$ cat src/rtl/minisrc_ctl_pkg.sv
// Shared definitions for the Mini-SRC hardwired control unit: opcodes, FSM states,
// instruction classes and bit positions inside the drive/latch/gsel vectors.
package minisrc_ctl_pkg;

    localparam logic [4:0] OP_LD   = 5'b00000;
    localparam logic [4:0] OP_LDI  = 5'b00001;
    localparam logic [4:0] OP_ST   = 5'b00010;
    localparam logic [4:0] OP_ADD  = 5'b00011;
    localparam logic [4:0] OP_SUB  = 5'b00100;
    localparam logic [4:0] OP_AND  = 5'b00101;
    localparam logic [4:0] OP_OR   = 5'b00110;
    localparam logic [4:0] OP_SHR  = 5'b00111;
    localparam logic [4:0] OP_SHRA = 5'b01000;
    localparam logic [4:0] OP_SHL  = 5'b01001;
    localparam logic [4:0] OP_ROR  = 5'b01010;
    localparam logic [4:0] OP_ROL  = 5'b01011;
    localparam logic [4:0] OP_ADDI = 5'b01100;
    localparam logic [4:0] OP_ANDI = 5'b01101;
    localparam logic [4:0] OP_ORI  = 5'b01110;
    localparam logic [4:0] OP_MUL  = 5'b01111;
    localparam logic [4:0] OP_DIV  = 5'b10000;
    localparam logic [4:0] OP_NEG  = 5'b10001;
    localparam logic [4:0] OP_NOT  = 5'b10010;
    localparam logic [4:0] OP_BRX  = 5'b10011;
    localparam logic [4:0] OP_JR   = 5'b10100;
    localparam logic [4:0] OP_JAL  = 5'b10101;
    localparam logic [4:0] OP_IN   = 5'b10110;
    localparam logic [4:0] OP_OUT  = 5'b10111;
    localparam logic [4:0] OP_MFHI = 5'b11000;
    localparam logic [4:0] OP_MFLO = 5'b11001;
    localparam logic [4:0] OP_NOP  = 5'b11010;
    localparam logic [4:0] OP_HALT = 5'b11011;

    localparam int DRIVE_W = 8;
    localparam int LATCH_W = 12;
    localparam int GSEL_W  = 5;

    localparam int D_PCOUT      = 0;
    localparam int D_MDROUT     = 1;
    localparam int D_ZHIGHOUT   = 2;
    localparam int D_ZLOWOUT    = 3;
    localparam int D_HIOUT      = 4;
    localparam int D_LOOUT      = 5;
    localparam int D_COUT       = 6;
    localparam int D_INPORTOUT  = 7;

    localparam int L_PCIN       = 0;
    localparam int L_IRIN       = 1;
    localparam int L_MARIN      = 2;
    localparam int L_MDRIN      = 3;
    localparam int L_YIN        = 4;
    localparam int L_ZHIGHIN    = 5;
    localparam int L_ZLOWIN     = 6;
    localparam int L_HIIN       = 7;
    localparam int L_LOIN       = 8;
    localparam int L_CONIN      = 9;
    localparam int L_OUTPORTIN  = 10;
    localparam int L_RIN        = 11;

    localparam int G_GRA   = 0;
    localparam int G_GRB   = 1;
    localparam int G_GRC   = 2;
    localparam int G_ROUT  = 3;
    localparam int G_BAOUT = 4;

    typedef enum logic [3:0] {
        ST_RESET = 4'd0,
        ST_T0, ST_T1, ST_T2, ST_T3, ST_T4, ST_T5, ST_T6, ST_T7,
        ST_HALT,
        ST_PAUSE
    } state_t;

    typedef enum logic [3:0] {
        CL_ALU, CL_IMM, CL_LD, CL_LDI, CL_ST, CL_MULDIV, CL_UNARY, CL_BRX,
        CL_JR, CL_JAL, CL_IN, CL_OUT, CL_MFHI, CL_MFLO, CL_NOP, CL_HALT
    } op_class_t;

    function automatic op_class_t classify(input logic [4:0] op);
        case (op)
            OP_ADD, OP_SUB, OP_AND, OP_OR,
            OP_SHR, OP_SHRA, OP_SHL, OP_ROR, OP_ROL: return CL_ALU;
            OP_ADDI, OP_ANDI, OP_ORI:                return CL_IMM;
            OP_LD:                                   return CL_LD;
            OP_LDI:                                  return CL_LDI;
            OP_ST:                                   return CL_ST;
            OP_MUL, OP_DIV:                          return CL_MULDIV;
            OP_NEG, OP_NOT:                          return CL_UNARY;
            OP_BRX:                                  return CL_BRX;
            OP_JR:                                   return CL_JR;
            OP_JAL:                                  return CL_JAL;
            OP_IN:                                   return CL_IN;
            OP_OUT:                                  return CL_OUT;
            OP_MFHI:                                 return CL_MFHI;
            OP_MFLO:                                 return CL_MFLO;
            OP_HALT:                                 return CL_HALT;
            default:                                 return CL_NOP;
        endcase
    endfunction

    // Final execute step of each class; nop/undefined end right after fetch.
    function automatic state_t last_state(input op_class_t cls);
        case (cls)
            CL_ALU, CL_IMM, CL_LDI:              return ST_T5;
            CL_LD, CL_ST:                        return ST_T7;
            CL_MULDIV, CL_BRX:                   return ST_T6;
            CL_UNARY, CL_JAL:                    return ST_T4;
            CL_JR, CL_IN, CL_OUT, CL_MFHI, CL_MFLO: return ST_T3;
            default:                             return ST_T2;
        endcase
    endfunction

    function automatic logic is_mem_state(input state_t s, input op_class_t cls);
        return (s == ST_T1) || (s == ST_T6 && cls == CL_LD) || (s == ST_T7 && cls == CL_ST);
    endfunction

    function automatic state_t next_step(input state_t s);
        case (s)
            ST_T0:   return ST_T1;
            ST_T1:   return ST_T2;
            ST_T2:   return ST_T3;
            ST_T3:   return ST_T4;
            ST_T4:   return ST_T5;
            ST_T5:   return ST_T6;
            ST_T6:   return ST_T7;
            default: return ST_T0;
        endcase
    endfunction

endpackage

$ cat src/rtl/mem_wait_counter.sv
// Memory wait-state counter: loaded on entry to a memory step, counts down to zero
// while the step holds its strobes.
module mem_wait_counter #(
    parameter int WAIT_W = 4
) (
    input  logic              clock,
    input  logic              clear,
    input  logic              load,
    input  logic [WAIT_W-1:0] load_value,
    input  logic              dec,
    output logic              zero
);

    logic [WAIT_W-1:0] count;

    always_ff @(posedge clock or posedge clear) begin
        if (clear) begin
            count <= '0;
        end else if (load) begin
            count <= load_value;
        end else if (dec && count != '0) begin
            count <= count - WAIT_W'(1);
        end
    end

    assign zero = (count == '0);

endmodule

$ cat src/rtl/control_sequencer.sv
// Hardwired Mini-SRC control sequencer: fetch T0-T2, per-class execute T3-T7,
// memory wait states and HALT. Define CTL_STEP_EN to add the step port and PAUSE state.
module control_sequencer
    import minisrc_ctl_pkg::*;
#(
    parameter int MEM_WAIT = 0,
    parameter int WAIT_W   = 4
) (
    input  logic               clock,
    input  logic               clear,
    input  logic [31:0]        ir,
    input  logic               con,
`ifdef CTL_STEP_EN
    input  logic               step,
`endif
    output logic [DRIVE_W-1:0] drive,
    output logic [LATCH_W-1:0] latch,
    output logic [GSEL_W-1:0]  gsel,
    output logic               IncPC,
    output logic               Read,
    output logic               Write,
    output logic [4:0]         alu_op,
    output logic               run
);

    if (MEM_WAIT < 0 || MEM_WAIT >= (1 << WAIT_W)) begin : g_wait_range
        $error("MEM_WAIT must fit in WAIT_W bits");
    end

    localparam logic [WAIT_W-1:0] WAIT_INIT = WAIT_W'(MEM_WAIT);

`ifdef CTL_STEP_EN
    localparam state_t DONE_STATE = ST_PAUSE;
`else
    localparam state_t DONE_STATE = ST_T0;
`endif

    state_t    state;
    state_t    state_nxt;
    logic [4:0] opcode;
    op_class_t cls;
    logic      cnt_load;
    logic      cnt_dec;
    logic      cnt_zero;
    logic      unused_ir_bits;

    assign opcode         = ir[31:27];
    assign cls            = classify(opcode);
    assign unused_ir_bits = ^ir[26:0];

    // A memory step reloads the counter only when it is being entered.
    assign cnt_load = is_mem_state(state_nxt, cls) && (state_nxt != state);
    assign cnt_dec  = is_mem_state(state, cls) && !cnt_zero;

    mem_wait_counter #(
        .WAIT_W(WAIT_W)
    ) u_wait (
        .clock      (clock),
        .clear      (clear),
        .load       (cnt_load),
        .load_value (WAIT_INIT),
        .dec        (cnt_dec),
        .zero       (cnt_zero)
    );

    always_ff @(posedge clock or posedge clear) begin
        if (clear) begin
            state <= ST_RESET;
        end else begin
            state <= state_nxt;
        end
    end

    always_comb begin
        state_nxt = state;
        case (state)
            ST_RESET: state_nxt = ST_T0;
            ST_HALT:  state_nxt = ST_HALT;
`ifdef CTL_STEP_EN
            ST_PAUSE: state_nxt = step ? ST_T0 : ST_PAUSE;
`else
            ST_PAUSE: state_nxt = ST_T0;
`endif
            default: begin
                if (is_mem_state(state, cls) && !cnt_zero) begin
                    state_nxt = state;
                end else if (state == ST_T2 && cls == CL_HALT) begin
                    state_nxt = ST_HALT;
                end else if (state == last_state(cls)) begin
                    state_nxt = DONE_STATE;
                end else begin
                    state_nxt = next_step(state);
                end
            end
        endcase
    end

    always_comb begin
        drive  = '0;
        latch  = '0;
        gsel   = '0;
        IncPC  = 1'b0;
        Read   = 1'b0;
        Write  = 1'b0;
        alu_op = '0;
        run    = 1'b0;
        if (state != ST_RESET && state != ST_HALT && state != ST_PAUSE) begin
            run    = 1'b1;
            alu_op = opcode;
        end
        case (state)
            ST_T0: begin
                drive[D_PCOUT]  = 1'b1;
                latch[L_MARIN]  = 1'b1;
                latch[L_ZLOWIN] = 1'b1;
                IncPC           = 1'b1;
            end
            ST_T1: begin
                drive[D_ZLOWOUT] = 1'b1;
                latch[L_PCIN]    = 1'b1;
                latch[L_MDRIN]   = 1'b1;
                Read             = 1'b1;
            end
            ST_T2: begin
                drive[D_MDROUT] = 1'b1;
                latch[L_IRIN]   = 1'b1;
            end
            ST_T3: begin
                case (cls)
                    CL_ALU, CL_IMM: begin
                        gsel[G_GRB] = 1'b1; gsel[G_ROUT] = 1'b1; latch[L_YIN] = 1'b1;
                    end
                    CL_LD, CL_LDI, CL_ST: begin
                        gsel[G_GRB] = 1'b1; gsel[G_BAOUT] = 1'b1; latch[L_YIN] = 1'b1;
                    end
                    CL_MULDIV: begin
                        gsel[G_GRA] = 1'b1; gsel[G_ROUT] = 1'b1; latch[L_YIN] = 1'b1;
                    end
                    CL_UNARY: begin
                        gsel[G_GRB] = 1'b1; gsel[G_ROUT] = 1'b1; latch[L_ZLOWIN] = 1'b1;
                    end
                    CL_BRX: begin
                        gsel[G_GRA] = 1'b1; gsel[G_ROUT] = 1'b1; latch[L_CONIN] = 1'b1;
                    end
                    CL_JR: begin
                        gsel[G_GRA] = 1'b1; gsel[G_ROUT] = 1'b1; latch[L_PCIN] = 1'b1;
                    end
                    CL_JAL: begin
                        drive[D_PCOUT] = 1'b1; gsel[G_GRB] = 1'b1; latch[L_RIN] = 1'b1;
                    end
                    CL_IN: begin
                        drive[D_INPORTOUT] = 1'b1; gsel[G_GRA] = 1'b1; latch[L_RIN] = 1'b1;
                    end
                    CL_OUT: begin
                        gsel[G_GRA] = 1'b1; gsel[G_ROUT] = 1'b1; latch[L_OUTPORTIN] = 1'b1;
                    end
                    CL_MFHI: begin
                        drive[D_HIOUT] = 1'b1; gsel[G_GRA] = 1'b1; latch[L_RIN] = 1'b1;
                    end
                    CL_MFLO: begin
                        drive[D_LOOUT] = 1'b1; gsel[G_GRA] = 1'b1; latch[L_RIN] = 1'b1;
                    end
                    default: ;
                endcase
            end
            ST_T4: begin
                case (cls)
                    CL_ALU: begin
                        gsel[G_GRC] = 1'b1; gsel[G_ROUT] = 1'b1; latch[L_ZLOWIN] = 1'b1;
                    end
                    CL_IMM: begin
                        drive[D_COUT] = 1'b1; latch[L_ZLOWIN] = 1'b1;
                    end
                    CL_LD, CL_LDI, CL_ST: begin
                        drive[D_COUT] = 1'b1; latch[L_ZLOWIN] = 1'b1; alu_op = OP_ADD;
                    end
                    CL_MULDIV: begin
                        gsel[G_GRB] = 1'b1; gsel[G_ROUT] = 1'b1;
                        latch[L_ZHIGHIN] = 1'b1; latch[L_ZLOWIN] = 1'b1;
                    end
                    CL_UNARY: begin
                        drive[D_ZLOWOUT] = 1'b1; gsel[G_GRA] = 1'b1; latch[L_RIN] = 1'b1;
                    end
                    CL_BRX: begin
                        drive[D_PCOUT] = 1'b1; latch[L_YIN] = 1'b1;
                    end
                    CL_JAL: begin
                        gsel[G_GRA] = 1'b1; gsel[G_ROUT] = 1'b1; latch[L_PCIN] = 1'b1;
                    end
                    default: ;
                endcase
            end
            ST_T5: begin
                case (cls)
                    CL_ALU, CL_IMM, CL_LDI: begin
                        drive[D_ZLOWOUT] = 1'b1; gsel[G_GRA] = 1'b1; latch[L_RIN] = 1'b1;
                    end
                    CL_LD, CL_ST: begin
                        drive[D_ZLOWOUT] = 1'b1; latch[L_MARIN] = 1'b1;
                    end
                    CL_MULDIV: begin
                        drive[D_ZLOWOUT] = 1'b1; latch[L_LOIN] = 1'b1;
                    end
                    CL_BRX: begin
                        drive[D_COUT] = 1'b1; latch[L_ZLOWIN] = 1'b1; alu_op = OP_ADD;
                    end
                    default: ;
                endcase
            end
            ST_T6: begin
                case (cls)
                    CL_LD: begin
                        Read = 1'b1; latch[L_MDRIN] = 1'b1;
                    end
                    CL_ST: begin
                        gsel[G_GRA] = 1'b1; gsel[G_ROUT] = 1'b1; latch[L_MDRIN] = 1'b1;
                    end
                    CL_MULDIV: begin
                        drive[D_ZHIGHOUT] = 1'b1; latch[L_HIIN] = 1'b1;
                    end
                    // Branch target is committed only when the CON flip-flop says taken.
                    CL_BRX: begin
                        drive[D_ZLOWOUT] = con; latch[L_PCIN] = con;
                    end
                    default: ;
                endcase
            end
            ST_T7: begin
                case (cls)
                    CL_LD: begin
                        drive[D_MDROUT] = 1'b1; gsel[G_GRA] = 1'b1; latch[L_RIN] = 1'b1;
                    end
                    CL_ST: Write = 1'b1;
                    default: ;
                endcase
            end
            default: ;
        endcase
    end

endmodule

$ cat config.mk
export PLATFORM = sky130hd
export DESIGN_NAME = control_sequencer
export DESIGN_NICKNAME = d
export VERILOG_FILES = /design/src/rtl/minisrc_ctl_pkg.sv /design/src/rtl/mem_wait_counter.sv /design/src/rtl/control_sequencer.sv
export SDC_FILE = /design/constraint.sdc
export NUM_CORES = 1
export LEC_CHECK = 0
export ABC_AREA = 1
export CORE_MARGIN = 2
export CORE_UTILIZATION = 60
export DETAILED_ROUTE_END_ITERATION = 10
export DONT_BUFFER_PORTS = 1
export HOLD_SLACK_MARGIN = 0.1
export PLACE_DENSITY_LB_ADDON = 0.1
export SYNTH_ARGS = -nofsm -noshare
export SYNTH_HDL_FRONTEND = slang
export SYNTH_SLANG_ARGS = --single-unit
$ cat constraint.sdc
create_clock -name clock -period 3.8 [get_ports clock]
set_input_delay 0.76 -clock clock [delete_from_list [all_inputs] [get_ports clock]]
set_output_delay 0.76 -clock clock [all_outputs]
set_load 0.01 [all_outputs]
==> metrics.log, run 1 <==
[metrics] result of the run: completed
[metrics] max-capacitance violation count: 0
[metrics] chip height: 53.1 microns
[metrics] number of ports placed on the die boundary: 69
[metrics] most frequent cells in the layout: 63 x nand2_1, 42 x inv_1, 38 x nor2_1
[metrics] synthesized netlist cell count: 256
[metrics] largest net degree at the start of global routing: 12
[metrics] pre-CTS setup slack: 0.421 ns
[metrics] transition time at the pin with the least slew margin: 0.476 ns
[metrics] Setup-failing EPs final: 0
[metrics] Fill cells: 216
[metrics] required time reported for the critical path endpoint: 3.04 ns
[metrics] Slowest-stage cell, CP: nand2_2
[metrics] initial cell density of the core: 64.6%
[metrics] number of warnings printed during yosys synthesis: 0
[metrics] static power due to leakage: 0.787 nW
[metrics] Post-Syn Nets: 296
[metrics] Max rail drop VDD: 0.000172 V
[metrics] Distinct cells, synth: 31
[metrics] max-slew violation count: 0
[metrics] grt ovf: 0
[metrics] switching power total: 0.0831 mW
[metrics] CTS sink count: 8
[metrics] placeable core region: 0.00223 sq mm
[metrics] switching fraction of total power: 36.6%
[metrics] CTS H-tree lvls: 1
[metrics] cell internal power dissipation: 0.144 mW
[metrics] number of antenna diodes: 0
[metrics] worst skew pair latency: 0.25 ns
[metrics] share of power burned in registers: 37.5%
[metrics] Routed WL: 3460 microns
[metrics] DRC violation count after routing: 0
[metrics] Synth Area per Inst: 5.64 sq um
[metrics] Tmin final: 3.43 ns
[metrics] most common cell after layout, fill and taps aside: nand2_1
[metrics] hpwl dp: 2830 microns
[metrics] I/O Buffers: 0
[metrics] share of power burned in the clock network: 28.1%
[metrics] Post-Route Utilization: 66.5%
[metrics] antenna violations before repair: 0
[metrics] Placement Cell Area: 0.00146 sq mm
[metrics] RD Place Congestion: 0.874
[metrics] number of buffers created by CTS: 3
[metrics] crit path setup slack, layout: 0.374 ns
[metrics] hold-fix buffer count after cts: 0
[metrics] Row Count: 17
[metrics] synthesis-to-layout area growth: 2.86%
[metrics] Clock Tree Root: clkbuf_4
[metrics] post-synthesis instance area: 0.00144 sq mm
[metrics] first-pass GRT wire length: 5710 microns
[metrics] TritonCTS clock tree: yes
[metrics] worst stage delay on the critical path: 0.23 ns
[metrics] die area: 0.00281 sq mm
[metrics] startpoint kind of the worst setup timing path: input pin
[metrics] unrepaired setup endpoints after global routing: false
[metrics] Setup CP Type: input pin to output pin
[metrics] fraction of final layout cells sized beyond drive strength 1: 15.2%
[metrics] setup total negative slack: 0 ns
[metrics] Max transition margin: 68.2%
[metrics] worst path bufs/invs: 3
[metrics] number of global-route vias before repair: 1345
[metrics] final-report hold violation count: 0
[metrics] total number of vias: 1586
[metrics] total routing usage reported by global routing: 26.8%
[metrics] clock-pin slew on the worst setup and hold paths: 0.05 ns
[metrics] per-cell routed wire length: 12.1 microns
[metrics] power per cell area: 153 mW/mm^2
[metrics] most common cell type on the critical path: a21oi_1
[metrics] worst-case clock skew: 0.00393 ns
[metrics] register bit total from synthesis: 8
[metrics] Combinational Power Share: 34.4%
[metrics] number of optimization iterations in the first detailed-route pass: 4
[metrics] share of the clock period used by the worst path: 90.2%
[metrics] number of vias per cell: 5.56
[metrics] initial DRC count: 60
[metrics] buffer count from post-CTS setup fixing: 0
[metrics] sequential area share after synthesis: 13.9%
[metrics] cell area after layout: 0.00149 sq mm
[metrics] Top Family by Delay on Critical Path: compound AO/OA/AOI/OAI gates
[metrics] Worst Hold Class: input pin to asynchronous set/reset pin
[metrics] horizontal extent of the die: 53.1 microns
[metrics] fmax: 292 MHz
[metrics] cells resized by post-CTS repair: 0
[metrics] Critical Path AT: 2.67 ns
[metrics] maximum net fanout on the critical path: 11
[metrics] CTS Buffer Depth: 2
[metrics] crit path cell chain: inv_1 > ha_1 > a21oi_1 > nand2_1 > nand2_2 > inv_2 > nand3_4 > clkinv_1 > a21oi_1 > o21ai_0 > nor2_1 > o2111ai_1
[metrics] Post-layout nets: 299
[metrics] ANT nets after route: 0
[metrics] element type at the critical path end: output pin
synth_stat cells, drive strengths merged:
| library cell | count | share of area, % |
|---|---|---|
| buf | 3 | 1.6 |
| a31oi | 1 | 0.43 |
| nor3b | 1 | 0.52 |
| inv | 49 | 13 |
| o21ai | 12 | 4.2 |
| nand3 | 20 | 9.9 |
| nor2 | 44 | 13 |
| xor2 | 3 | 1.8 |
| nor3 | 5 | 1.7 |
| nand2 | 78 | 24 |
| dfrtp | 8 | 14 |
| a211oi | 1 | 0.52 |
| a21oi | 13 | 5.3 |
| o2111ai | 3 | 1.8 |
| o211ai | 2 | 1.0 |
| clkinv | 1 | 0.26 |
| o22ai | 1 | 0.43 |
| ha | 5 | 4.3 |
| nor4 | 1 | 0.43 |
| nand4 | 5 | 2.2 |
stage by stage:
step / hold slack (ns) / std cells / power (mW)
after global routing: 0.350 / 285 / 0.245
after global placement: 0.558 / 282 / 0.163
final: 0.340 / 285 / 0.227
after CTS: 0.345 / 285 / 0.228
after detailed placement: 0.572 / 282 / 0.164
after floorplan: 0.537 / 256 / 0.152
cells by family (layout without fill, tap and decap cells):
logic type      count (synthesis)  count (layout)  share of synthesized area [%]
fa+ha+maj                       5               5                           4.33
compound gates                 33              33                           13.7
buf+inv                        53              54                           14.8
xor+xnor                        3               3                           1.82
simple gates                  154             154                           51.5
flops                           8               8                           13.9
worst reg2reg max path: stages, from the launching register on:
cell	delay [ns]
dfrtp_1	0.45
inv_1	0.09
nor2_1	0.24
inv_1	0.10
nor2_1	0.35
a21oi_2	0.13
nand2_2	0.10
nand2_4	0.09
inv_4	0.10
nand2_1	0.07
a21oi_1	0.19
nand2_2	0.07
nand2_2	0.07
nand3_4	0.08
nand2_1	0.06
inv_1	0.03
worst paths after layout:
path / end / slack, ns / cells after the start / start
worst min-delay path: u_wait.count[2]$_DFFE_PP0P_ / 0.34 / 1 / clear
worst max-delay path: latch[6] / 0.37 / 12 / ir[28]
worst max register to register: u_wait.count[2]$_DFFE_PP0P_ / 1.48 / 15 / state[2]$_DFF_PP0_
max in group asynchronous: state[0]$_DFF_PP0_ / 3.22 / 1 / clear
worst min register to register: u_wait.count[1]$_DFFE_PP0P_ / 0.59 / 4 / u_wait.count[1]$_DFFE_PP0P_
min in group clock: u_wait.count[1]$_DFFE_PP0P_ / 0.59 / 4 / u_wait.count[1]$_DFFE_PP0P_
power by group through the flow:
stage | clock network (mW) | logic (mW) | registers [mW]
6_report | 0.0639 | 0.0782 | 0.0853
3_5_place_dp | 0 | 0.0770 | 0.0867
3_3_place_gp | 0 | 0.0763 | 0.0867
5_1_grt | 0.0727 | 0.0874 | 0.0852
2_1_floorplan | 0 | 0.0657 | 0.0867
4_1_cts | 0.0658 | 0.0773 | 0.0853
layer usage:
metal / track usage (%) / wire length (microns)
met5: 0 / 0
met4: 3.42 / 0
met3: 7.91 / 340
met2: 42.7 / 1530
met1: 36.7 / 1590
state kept, by name (all words and copies together) (netlist names):
name and cells:
state 4, u_wait.count 4
cell type report:
type | count | area (sq um) | share of cell area, %
well taps | 28 | 35.0 | 2.36
inverters | 50 | 190 | 12.8
flip-flops and latches | 8 | 200 | 13.5
repair buffers | 1 | 7.51 | 0.505
clock buffers | 3 | 22.5 | 1.52
multi-input cells | 195 | 1030 | 69.3
Note: power is estimated with default switching activity, not from simulation.
==> run 2, diff against run 1 <==
--- a/config.mk
+++ b/config.mk
@@ -7,7 +7,7 @@
 export LEC_CHECK = 0
 export ABC_AREA = 1
 export CORE_MARGIN = 2
-export CORE_UTILIZATION = 60
+export CORE_UTILIZATION = 52
 export DETAILED_ROUTE_END_ITERATION = 10
 export DONT_BUFFER_PORTS = 1
 export HOLD_SLACK_MARGIN = 0.1
==> constraint.sdc (replaced) <==
create_clock -name clock -period 3.9 [get_ports clock]
set_input_delay 0.78 -clock clock [delete_from_list [all_inputs] [get_ports clock]]
set_output_delay 0.78 -clock clock [all_outputs]
set_load 0.01 [all_outputs]
==> run 2 against run 1 <==
Against the previous run:
- sequential power shrank 2.7%
- utilization shrank 11 points
- final cell count grew 1.1%
- clock skew is essentially flat
- sequential share of layout area is essentially flat
- register-to-register slack gained 0.08 ns
- sequential cell count is the same
- clock power grew 3.4%
- first-iteration DRC count grew 57%
- final area grew 0.25%
- critical path type unchanged
==> metrics.log, run 2 (same netlist as run 1, synthesis figures left out) <==
[metrics] Max rail drop VDD: 0.000141 V
[metrics] largest net degree at the start of global routing: 12
[metrics] share of the clock period used by the worst path: 89.1%
[metrics] TritonCTS clock tree: yes
[metrics] setup total negative slack: 0 ns
[metrics] number of global-route vias before repair: 1404
[metrics] share of power burned in registers: 36.9%
[metrics] area taken by flip-flops and latches: 200 sq um
[metrics] Row Count: 19
[metrics] fmax: 288 MHz
[metrics] max-slew violation count: 0
[metrics] number of buffers created by CTS: 3
[metrics] result of the run: completed
[metrics] total routing usage reported by global routing: 24.5%
[metrics] startpoint kind of the worst setup timing path: input pin
[metrics] Setup-failing EPs final: 0
[metrics] transition time at the pin with the least slew margin: 0.461 ns
[metrics] CTS Buffer Depth: 2
[metrics] Critical Path AT: 2.69 ns
[metrics] synthesis-to-layout area growth: 3.12%
[metrics] worst stage delay on the critical path: 0.24 ns
[metrics] most common cell type on the critical path: a21oi_1
[metrics] Worst Hold Class: input pin to asynchronous set/reset pin
[metrics] CTS H-tree lvls: 1
[metrics] worst path bufs/invs: 3
[metrics] Placement Cell Area: 0.00147 sq mm
[metrics] clock-pin slew on the worst setup and hold paths: 0.06 ns
[metrics] hpwl dp: 2930 microns
[metrics] Combinational Power Share: 33.7%
[metrics] horizontal extent of the die: 56.7 microns
[metrics] Fill cells: 305
[metrics] per-cell routed wire length: 12.6 microns
[metrics] grt ovf: 0
[metrics] element type at the critical path end: output pin
[metrics] number of optimization iterations in the first detailed-route pass: 4
[metrics] total number of vias: 1566
[metrics] most common cell after layout, fill and taps aside: nand2_1
[metrics] slack of the worst reg-to-reg path: 1.56 ns
[metrics] number of antenna diodes: 0
[metrics] crit path cell chain: inv_1 > ha_1 > a21oi_1 > nand2_1 > nand2_2 > inv_2 > nand3_4 > clkinv_1 > a21oi_1 > o21ai_0 > nor2_1 > o2111ai_1
[metrics] Setup CP Type: input pin to output pin
[metrics] initial DRC count: 94
[metrics] hold-fix buffer count after cts: 0
[metrics] fraction of final layout cells sized beyond drive strength 1: 15.2%
[metrics] ANT nets after route: 0
[metrics] area of the multi-input gates: 0.00103 sq mm
[metrics] Post-Route Utilization: 55.4%
[metrics] RD Place Congestion: 0.937
[metrics] Top Family by Delay on Critical Path: compound AO/OA/AOI/OAI gates
[metrics] CTS sink count: 8
[metrics] cells resized by post-CTS repair: 0
[metrics] power per cell area: 151 mW/mm^2
[metrics] cell internal power dissipation: 0.141 mW
[metrics] Slowest-stage cell, CP: nand2_2
[metrics] Post-layout nets: 299
[metrics] share of power burned in the clock network: 29.4%
[metrics] Max transition margin: 69.1%
[metrics] placeable core region: 0.00269 sq mm
[metrics] final-report hold violation count: 0
[metrics] die area: 0.00321 sq mm
[metrics] switching fraction of total power: 37.5%
[metrics] largest registers: state (4), u_wait.count (4)
[metrics] Tmin final: 3.47 ns
[metrics] initial cell density of the core: 53.7%
[metrics] DRC violation count after routing: 0
[metrics] Routed WL: 3620 microns
[metrics] chip height: 56.7 microns
[metrics] maximum net fanout on the critical path: 11
[metrics] Critical Path Stages: 12
[metrics] antenna violations before repair: 0
[metrics] placed cell count: 285
[metrics] switching power total: 0.0844 mW
[metrics] unrepaired setup endpoints after global routing: false
[metrics] static power due to leakage: 0.787 nW
[metrics] number of ports placed on the die boundary: 69
[metrics] number of vias per cell: 5.44
[metrics] cell area after layout: 0.00149 sq mm
[metrics] most frequent cells in the layout: 63 x nand2_1, 42 x inv_1, 38 x nor2_1
[metrics] worst skew pair latency: 0.26 ns
[metrics] Final Non-Filler Cells: 288
[metrics] worst-case clock skew: 0.00406 ns
[metrics] max-capacitance violation count: 0
[metrics] Clock Tree Root: clkbuf_4
[metrics] first-pass GRT wire length: 6300 microns
[metrics] buffer count from post-CTS setup fixing: 0
[metrics] required time reported for the critical path endpoint: 3.12 ns
[metrics] I/O Buffers: 0
[metrics] path depth of the worst reg2reg path: 17
==> run 2: cell counts in the layout (fill, tap and decap cells not counted) <==
No cell type changed its count.
==> run 2: metal layers <==
| layer | routed length, microns | part of all wire (%) | GRT usage [%] |
|---|---|---|---|
| met3 | 309 | 8.5 | 8.29 |
| met5 | 0 | 0 | 0 |
| met2 | 1510 | 42 | 35.4 |
| met4 | 27 | 0.75 | 6.12 |
| met1 | 1780 | 49 | 34.7 |
==> run 2: final cells by class <==
class                           count  area share, %
Multi-Input combinational cell    195           69.2
Timing Repair Buffer                1          0.504
Inverter                           50           12.8
Clock buffer                        3           1.51
Tap cell                           31           2.61
Sequential cell                     8           13.4
==> run 2: worst paths after layout <==
| check | start | end |
|---|---|---|
| worst max-delay path | ir[28] | drive[3] |
| worst min-delay path | clear | state[3]$_DFF_PP0_ |
| worst max register to register | state[2]$_DFF_PP0_ | u_wait.count[0]$_DFFE_PP0P_ |
| worst min register to register | u_wait.count[1]$_DFFE_PP0P_ | u_wait.count[1]$_DFFE_PP0P_ |
| max in group asynchronous | clear | u_wait.count[1]$_DFFE_PP0P_ |
| min in group clock | u_wait.count[1]$_DFFE_PP0P_ | u_wait.count[1]$_DFFE_PP0P_ |
==> run 2: through the flow <==
| stage | setup slack [ns] | hold slack [ns] | power [mW] |
|---|---|---|---|
| after floorplan | 0.819 | 0.537 | 0.149 |
| after global placement | 0.470 | 0.560 | 0.160 |
| after detailed placement | 0.469 | 0.556 | 0.160 |
| after CTS | 0.472 | 0.351 | 0.228 |
| after global routing | 0.218 | 0.361 | 0.242 |
| final | 0.426 | 0.344 | 0.225 |
==> run 2: power by group through the flow <==
stage               sequential (mW)  combinational (mW)  clock [mW]
finish                       0.0830              0.0759      0.0661
global route                 0.0830              0.0864      0.0723
global placement             0.0845              0.0753           0
detailed placement           0.0845              0.0756           0
floorplan                    0.0845              0.0640           0
CTS                          0.0830              0.0758      0.0687
==> run 2: worst register-to-register path, cell delays in order (launching register included) <==
cell     delay [ns]
dfrtp_1        0.45
inv_1          0.09
nor2_1         0.23
inv_1          0.09
nor2_1         0.37
a21oi_2        0.14
nand2_2        0.11
nand2_4        0.10
inv_4          0.10
nand2_1        0.06
nand2_2        0.09
nand2_1        0.05
nand2_1        0.06
nand2_1        0.05
inv_2          0.07
nand3_4        0.08
nand2_1        0.07
inv_1          0.03
